==> src/rtl/rca_result_accumulator.sv <==
// Sums COUNT accepted ripple-carry adder results ({carry, sum}) into a widened block total,
// counting carry-outs, and presents each completed block on a valid/ready handshake.
module rca_result_accumulator #(
  parameter int WIDTH = 30,
  parameter int COUNT = 16,
  localparam int ACC_W = WIDTH + 1 + $clog2(COUNT),
  localparam int CNT_W = $clog2(COUNT + 1)
) (
  input  logic             i_clk,
  input  logic             i_rst,
  input  logic             i_valid,
  output logic             o_ready,
  input  logic [WIDTH:0]   i_result,
  input  logic             i_clear,
  output logic             o_valid,
  input  logic             i_ready,
  output logic [ACC_W-1:0] o_sum,
  output logic [CNT_W-1:0] o_carry_cnt,
  output logic             o_busy
);

  typedef enum logic [1:0] {
    IDLE  = 2'd0,
    ACCUM = 2'd1,
    HOLD  = 2'd2
  } state_t;

  localparam logic [CNT_W-1:0] COUNT_C = CNT_W'(COUNT);

  state_t           state_q;
  logic [ACC_W-1:0] acc_q;
  logic [CNT_W-1:0] cnt_q;
  logic [CNT_W-1:0] ccnt_q;
  logic [ACC_W-1:0] sum_q;
  logic [CNT_W-1:0] carry_cnt_q;
  logic             valid_q;

  logic             xfer_s;
  logic             last_s;
  logic [ACC_W-1:0] acc_d;
  logic [CNT_W-1:0] cnt_d;
  logic [CNT_W-1:0] ccnt_d;

  assign o_ready     = !i_rst && (state_q != HOLD) && !i_clear;
  assign o_valid     = valid_q;
  assign o_sum       = sum_q;
  assign o_carry_cnt = carry_cnt_q;
  assign o_busy      = (state_q == ACCUM);

  // Running totals after a transfer; the first sample of a block starts from zero.
  always_comb begin
    xfer_s = i_valid && o_ready;
    if (state_q == ACCUM) begin
      acc_d  = acc_q + ACC_W'(i_result);
      cnt_d  = cnt_q + CNT_W'(1'b1);
      ccnt_d = ccnt_q + CNT_W'(i_result[WIDTH]);
    end else begin
      acc_d  = ACC_W'(i_result);
      cnt_d  = CNT_W'(1'b1);
      ccnt_d = CNT_W'(i_result[WIDTH]);
    end
    last_s = (cnt_d == COUNT_C);
  end

  // Block FSM with registered outputs; clear aborts the block and zeroes the presented result.
  always_ff @(posedge i_clk or posedge i_rst) begin
    if (i_rst) begin
      state_q     <= IDLE;
      acc_q       <= {ACC_W{1'b0}};
      cnt_q       <= {CNT_W{1'b0}};
      ccnt_q      <= {CNT_W{1'b0}};
      sum_q       <= {ACC_W{1'b0}};
      carry_cnt_q <= {CNT_W{1'b0}};
      valid_q     <= 1'b0;
    end else if (i_clear) begin
      state_q     <= IDLE;
      acc_q       <= {ACC_W{1'b0}};
      cnt_q       <= {CNT_W{1'b0}};
      ccnt_q      <= {CNT_W{1'b0}};
      sum_q       <= {ACC_W{1'b0}};
      carry_cnt_q <= {CNT_W{1'b0}};
      valid_q     <= 1'b0;
    end else begin
      case (state_q)
        IDLE, ACCUM: begin
          if (xfer_s) begin
            acc_q  <= acc_d;
            cnt_q  <= cnt_d;
            ccnt_q <= ccnt_d;
            if (last_s) begin
              state_q     <= HOLD;
              sum_q       <= acc_d;
              carry_cnt_q <= ccnt_d;
              valid_q     <= 1'b1;
            end else begin
              state_q <= ACCUM;
            end
          end else begin
            state_q <= state_q;
          end
        end
        HOLD: begin
          if (i_ready) begin
            state_q <= IDLE;
            acc_q   <= {ACC_W{1'b0}};
            cnt_q   <= {CNT_W{1'b0}};
            ccnt_q  <= {CNT_W{1'b0}};
            valid_q <= 1'b0;
          end else begin
            state_q <= HOLD;
          end
        end
        default: begin
          state_q <= IDLE;
          valid_q <= 1'b0;
        end
      endcase
    end
  end

endmodule

==> config.mk <==
export PLATFORM = sky130hd
export DESIGN_NAME = rca_result_accumulator
export DESIGN_NICKNAME = d
export VERILOG_FILES = /design/src/rtl/rca_result_accumulator.sv
export SDC_FILE = /design/constraint.sdc
export NUM_CORES = 1
export LEC_CHECK = 0
export ABC_AREA = 1
export CAP_MARGIN = 10
export CORE_ASPECT_RATIO = 1.4
export CORE_MARGIN = 2
export CORE_UTILIZATION = 52
export DETAILED_ROUTE_END_ITERATION = 8
export PLACE_DENSITY_LB_ADDON = 0.08
export SLEW_MARGIN = 25
export SYNTH_ARGS = -nofsm -noshare
export SYNTH_HDL_FRONTEND = slang
export SYNTH_SLANG_ARGS = --single-unit
==> constraint.sdc <==
create_clock -name i_clk -period 2.55 [get_ports i_clk]
set_clock_uncertainty 0.1 [all_clocks]
set_input_delay 0.255 -clock i_clk [delete_from_list [all_inputs] [get_ports i_clk]]
set_output_delay 0.255 -clock i_clk [all_outputs]
set_load 0.05 [all_outputs]
Word level (Yosys, flattened, before mapping). Cells that the tools add are included.

Bits in registers: 88. Input port bits: 36. Word-level logic and storage cells: 63.

Add/subtract/negate cells: 3. Equal/unequal tests: 7. Multiplexer cells: 32. Reductions and logical operators: 14.

Operators by type and width (number): 35-bit 2-to-1 mux (8); 35-bit one-hot mux with 2 select lines (1); 5-bit 2-to-1 mux (11); 35-bit by 31-bit adder with 35-bit output (1); 5-bit one-hot mux with 2 select lines (2); 3-bit != test (second input constant) (3); 3-bit AND reduction (3); 2-bit 2-to-1 mux (4); 2-bit nonzero test (3); 5-bit by 1-bit adder with 5-bit output (1); 5-bit by 1-bit adder with 5-bit output (second input constant) (1); 5-bit equality test (second input constant) (1); 1-bit 2-to-1 mux (4); 2-bit one-hot mux with 2 select lines (1); 1-bit logical AND (3); 3-bit nonzero test (1); 2-bit by 1-bit equality test with 1-bit output (second input constant) (1); 2-bit equality test (second input constant) (1); 1-bit zero test (2); 2-bit zero test (1); 2-bit != test (second input constant) (1); 1-bit one-hot mux with 2 select lines (1); 2-bit OR reduction (1).

Longest topological paths before layout.
Depth after elaboration: 7. Mapped depth: 15. Gate-level depth less buffers: 15.

Worst setup path after synthesis. No wires, ideal clock.

Path kind: input -> register. Start: input port i_rst. End: register acc_q[1]. Data arrival time: 3.222 ns. Data required time: 2.318 ns. Path slack: -0.905 ns. Stages on the path: 9. Buffers on the path: 1. Cells stage by stage: inv_1 nand4_2 nand2_1 nand2_1 a31oi_2 inv_2 buf_6 nand2_1 o21ai_1.

Longest elaborated chain between the ends: 6.

RTL lines: start, declared (RTL line 10) `input logic i_rst,`; 1-bit zero test (no line); 1-bit logical AND (2 in a row) (RTL line 44) `assign o_ready = !i_rst && (state_q != HOLD) && !i_clear;`; 1-bit logical AND (RTL line 52) `xfer_s = i_valid && o_ready;`; 3-bit != test (no line); 3-bit AND reduction (no line); end signal, assigned (RTL line 69) `acc_q <= {ACC_W{1'b0}};`; end signal, assigned (RTL line 77) `acc_q <= {ACC_W{1'b0}};`; end signal, assigned (RTL line 105) `acc_q <= {ACC_W{1'b0}};`; end, declared (RTL line 31) `logic [ACC_W-1:0] acc_q;`.

No other way between the ends. A chain may end at the register's enable or synchronous reset.

Worst setup path in the final report.
Start: register acc_q[0]. End: register sum_q[22], in the netlist o_sum[22].

Longest elaborated chain between the ends: 6.

RTL lines: 35-bit by 31-bit adder with 35-bit output (RTL line 54) `acc_d = acc_q + ACC_W'(i_result);`; 35-bit 2-to-1 mux (RTL line 53) `if (state_q == ACCUM) begin`; 35-bit 2-to-1 mux (RTL line 90) `if (last_s) begin`; 35-bit 2-to-1 mux (RTL line 86) `if (xfer_s) begin`; 35-bit 2-to-1 mux (RTL line 84) `case (state_q)`; 35-bit 2-to-1 mux (RTL line 75) `end else if (i_clear) begin`; end signal, assigned (RTL line 72) `sum_q <= {ACC_W{1'b0}};`; end signal, assigned (RTL line 80) `sum_q <= {ACC_W{1'b0}};`; end, declared (RTL line 34) `logic [ACC_W-1:0] sum_q;`.

No other way between the ends. The select of a mux whose other input is x is not followed.

==> PnR_summary.wiki <==
{| class="wikitable"
! Metric !! Value
|-
| Floorplan row count || between 40 and 50
|-
| Count of input and output buffers || 78
|-
| Antenna violations before repair || 0
|-
| Mapped Area || between 6000 and 7000 um2
|-
| Startpoint of the most critical setup path || acc_q[0]
|-
| Quantity of hold-fixing buffers added after cts || 0
|-
| Cell chosen for the clock root || sky130_fd_sc_hd__clkbuf_16
|-
| Worst-skew pair later-pin latency || roughly 0.35 ns
|-
| Number of register bits inferred by synthesis || roughly 90
|-
| Yosys top cell by area || sky130_fd_sc_hd__dfrtp_1
|-
| Maximum cell stage delay along the critical path || roughly 0.4 ns
|-
| Clock sinks || 88
|-
| Most frequently used flop master after synthesis || sky130_fd_sc_hd__dfrtp_1
|-
| Shortest period the worst path allows || 2.32 ns
|-
| Post-layout util || around 66%
|-
| Startpoint types || flip-flop
|-
| Worst Reg-to-Reg Cells || 14
|-
| DRC || 0
|-
| Most instantiated cells after synthesis || 424 x sky130_fd_sc_hd__nand2_1, 129 x sky130_fd_sc_hd__inv_1, 88 x sky130_fd_sc_hd__dfrtp_1, 71 x sky130_fd_sc_hd__nand3_1, 62 x sky130_fd_sc_hd__nor2_1
|-
| Layout cells sized above 1 || 9.15%
|-
| Clock Pin Slew Worst Setup and Hold Paths || 0.07 ns
|-
| Setup crit end kind || flip-flop
|-
| WL final || around 18000 um
|-
| Cell with the most instances after synthesis || sky130_fd_sc_hd__nand2_1
|-
| Initial core utilization || between 50% and 60%
|-
| Simple-gate area share of the yosys netlist || just under 40%
|-
| DRT antenna net count || 0
|-
| IR Drop Worst-Case VDD || ~300 uV
|-
| Core area || approximately 12000 um2
|-
| Overflow left after global routing || 0
|-
| Finish-stage setup viols || 0
|-
| Synthesis-to-layout area growth || 24.3%
|-
| Worst r2r src || acc_q[0]
|-
| DR vias || around 6.5k
|-
| Top-area cell type share of the netlist area || 33.8%
|-
| Slowest-stage cell, CP || sky130_fd_sc_hd__fa_1
|-
| Post-detail-place hpwl || 14700 um
|-
| First-pass DRT Iterations || 8
|-
| Critical path peak fanout || 5
|-
| Die span in x || between 90 and 100 um
|-
| GRT Resource Usage Total || roughly 28%
|-
| Area fraction in compound gates after synthesis || under 10%
|-
| Register-to-register setup slack || 0.23 ns
|-
| Endpoint of the most critical setup path || o_sum[22]
|-
| End of the worst register-to-register path || o_sum[22]
|-
| Cts repair resizes || 0
|-
| Share of cell area taken by muxes after synthesis || less than 1%
|-
| Number of DRC violations after detailed-routing iteration 0 || about 360
|-
| Number of top-level pins || 79
|-
| Filler instances || 1154
|-
| Post-synth ARST share || between 90% and 100%
|-
| Post-Synth Adder-Cell Area || 6.84%
|-
| Clock tree from TritonCTS || yes
|-
| Setup slack of the critical path after layout || roughly 0.23 ns
|-
| Count of unique library cells instantiated by Yosys || 39
|-
| Number of enable-type register cells in the synthesized netlist || 0
|-
| DIE HEIGHT || between 100 and 150 um
|-
| Setup fix buffers added after clock tree synthesis || 0
|-
| Net count of the mapped netlist || between 1k and 1.5k
|-
| Unrepaired setup endpoints after global routing || false
|-
| Worst Tran Pin Value || between 0.5 and 0.6 ns
|-
| List of cells traversed by the critical path || ha_1 -> fa_1 -> nand3_1 -> nand3_1 -> nand2_1 -> nand2_1 -> nand2_1 -> nand2_1 -> nand2_1 -> nand3_1 -> nand2_1 -> nand2_1 -> nand3_1 -> nand2_1
|-
| Worst setup slack before clock tree synthesis || -0.146 ns
|-
| Count of final hold-check violations || 0
|-
| PwrDens || 442 nW/um2
|-
| Wire length of the first global-routing pass || about 30000 um
|-
| Final nets || 1192
|-
| Routed len/inst || 14.4 um
|-
| Routability congestion estimate || 0.947
|-
| Share of synthesized area occupied by flip-flops and latches || between 30% and 40%
|-
| Largest family of logic cells by synthesized area || simple AND/OR/NAND/NOR gates
|-
| Fraction of the cycle the final worst path needs || between 90% and 100%
|-
| Post-synthesis share of cell area spent on xor and xnor gates || about 1.6%
|-
| Worst rel slew slack || about three fifths
|-
| Worst path most repeated cell || sky130_fd_sc_hd__nand2_1
|-
| Category of the critical setup timing path || reg -> reg
|-
| Buffer depth of the longest clock path || 2
|-
| Number of global-route vias before repair || around 6.2k
|-
| Result of the run || completed
|-
| H-tree Lvls || 3
|-
| Average size of a mapped cell || between 6 and 7 um2
|-
| Synthesized instance count || 1001
|-
| Required @ worst endpoint || between 2 and 3 ns
|-
| Pin count of the biggest net entering global routing || 47
|-
| Top cells by area in the synthesized netlist || sky130_fd_sc_hd__dfrtp_1 34%, sky130_fd_sc_hd__nand2_1 24%, sky130_fd_sc_hd__inv_1 7.4%
|-
| Total clock buffers created by CTS || 9
|-
| Max frequency || between 400 and 500 MHz
|-
| Antenna Diode Count || 0
|-
| Leakage power total || approximately 0.0044 uW
|-
| Path type of the worst min-delay path || in -> async
|-
| Slew Limit Fails || 0
|-
| Post-detailed-route via-to-cell ratio || about 5
|-
| Worst EP arrival || around 2.5 ns
|-
| Die area || about 13000 um2
|-
| Number of warnings printed during yosys synthesis || 0
|-
| Sum Neg Setup Slack || 0 ns
|-
| Max-capacitance violation count || 0
|}
==> critical path, delay by kind of cell, from the launching register on <==
family	cells	cell delay [ns]
adders and majority gates	2	0.61
and+or+nand+nor	12	1.15
DFF	1	0.38
==> worst min-delay path by stage <==
stage	cells after the start	endpoint	slack (ns)
after global routing	2	state_q[0]	0.13
after global placement	2	o_carry_cnt[1]	0.36
after floorplan	2	acc_q[17]	0.32
final	2	state_q[1]	0.11
after CTS	2	state_q[1]	0.11
after detailed placement	2	o_carry_cnt[2]	0.36
==> cells in the final DEF (no fill, tap or decap), types with 2 or more instances in the layout <==
cell type                         count
sky130_fd_sc_hd__a21oi_1             26
sky130_fd_sc_hd__nand4_1             15
sky130_fd_sc_hd__nand3_1             71
sky130_fd_sc_hd__dfrtp_1             88
sky130_fd_sc_hd__o211ai_1            12
sky130_fd_sc_hd__inv_6                2
sky130_fd_sc_hd__clkbuf_16            9
sky130_fd_sc_hd__inv_1              128
sky130_fd_sc_hd__bufinv_16            2
sky130_fd_sc_hd__nand2_1            423
sky130_fd_sc_hd__ha_1                34
sky130_fd_sc_hd__xnor2_1             12
sky130_fd_sc_hd__o21ai_1             24
sky130_fd_sc_hd__nor3_1              10
sky130_fd_sc_hd__clkdlybuf4s50_1     76
sky130_fd_sc_hd__buf_12               2
sky130_fd_sc_hd__and2_1               2
sky130_fd_sc_hd__buf_4               54
sky130_fd_sc_hd__o21ai_0             20
sky130_fd_sc_hd__nand3b_1             7
sky130_fd_sc_hd__inv_2                5
sky130_fd_sc_hd__or2_2               17
sky130_fd_sc_hd__nor2_1              62
sky130_fd_sc_hd__mux2i_1              2
==> final cells by class <==
cell class              instances  area [um2]  share of cell area [%]
well taps                     150         188                    2.32
flip-flops and latches         88        2200                    27.2
inverters                     135         513                    6.34
repair buffers                132        1210                    14.9
clock inverters                 7         103                    1.27
clock buffers                   9         225                    2.78
multi-input cells             755        3660                    45.2
==> registers in the layout (all words and copies together) (netlist names) <==
register / count
o_sum: 35
o_valid: 1
state_q: 2
cnt_q: 5
o_carry_cnt: 5
acc_q: 35
ccnt_q: 5
==> through the flow <==
step | instance area (um2) | power, uW | hold WS [ns] | std cells
after global routing | 8090 | 3730 | 0.130 | 1276
after floorplan | 6540 | 1870 | 0.319 | 1001
final | 8090 | 3580 | 0.111 | 1276
after global placement | 7760 | 2120 | 0.359 | 1260
after CTS | 8090 | 3610 | 0.114 | 1276
after detailed placement | 7760 | 2120 | 0.365 | 1260
==> logic make-up (layout without fill, tap and decap cells) <==
kind of cell,after synthesis,after routing
AND/OR/NAND/NOR,615,615
buffers and inverters,158,283
AO/OA/AOI/OAI,91,91
flip-flops,88,88
adder cells (fa/ha/maj),35,35
XOR/XNOR,12,12
multiplexers,2,2
==> metal layers <==
| metal | global-route usage (%) | vias to the layer above | part of all wire, % |
|---|---|---|---|
| met5 | 0 | - | 0 |
| met4 | 10.4 | 0 | 2.9 |
| met3 | 3.50 | 33 | 2.6 |
| met2 | 50.8 | 129 | 52 |
| met1 | 34.0 | 2933 | 43 |
| li1 | - | 3389 | - |
==> power breakdown <==
group | switching (uW) | leakage (uW) | internal [uW]
Sequential | 15.0 | 0.00122 | 1420
Clock | 612 | 0.000162 | 873
Combinational | 402 | 0.00305 | 261
No activity file was read; power rests on OpenSTA's default activity.
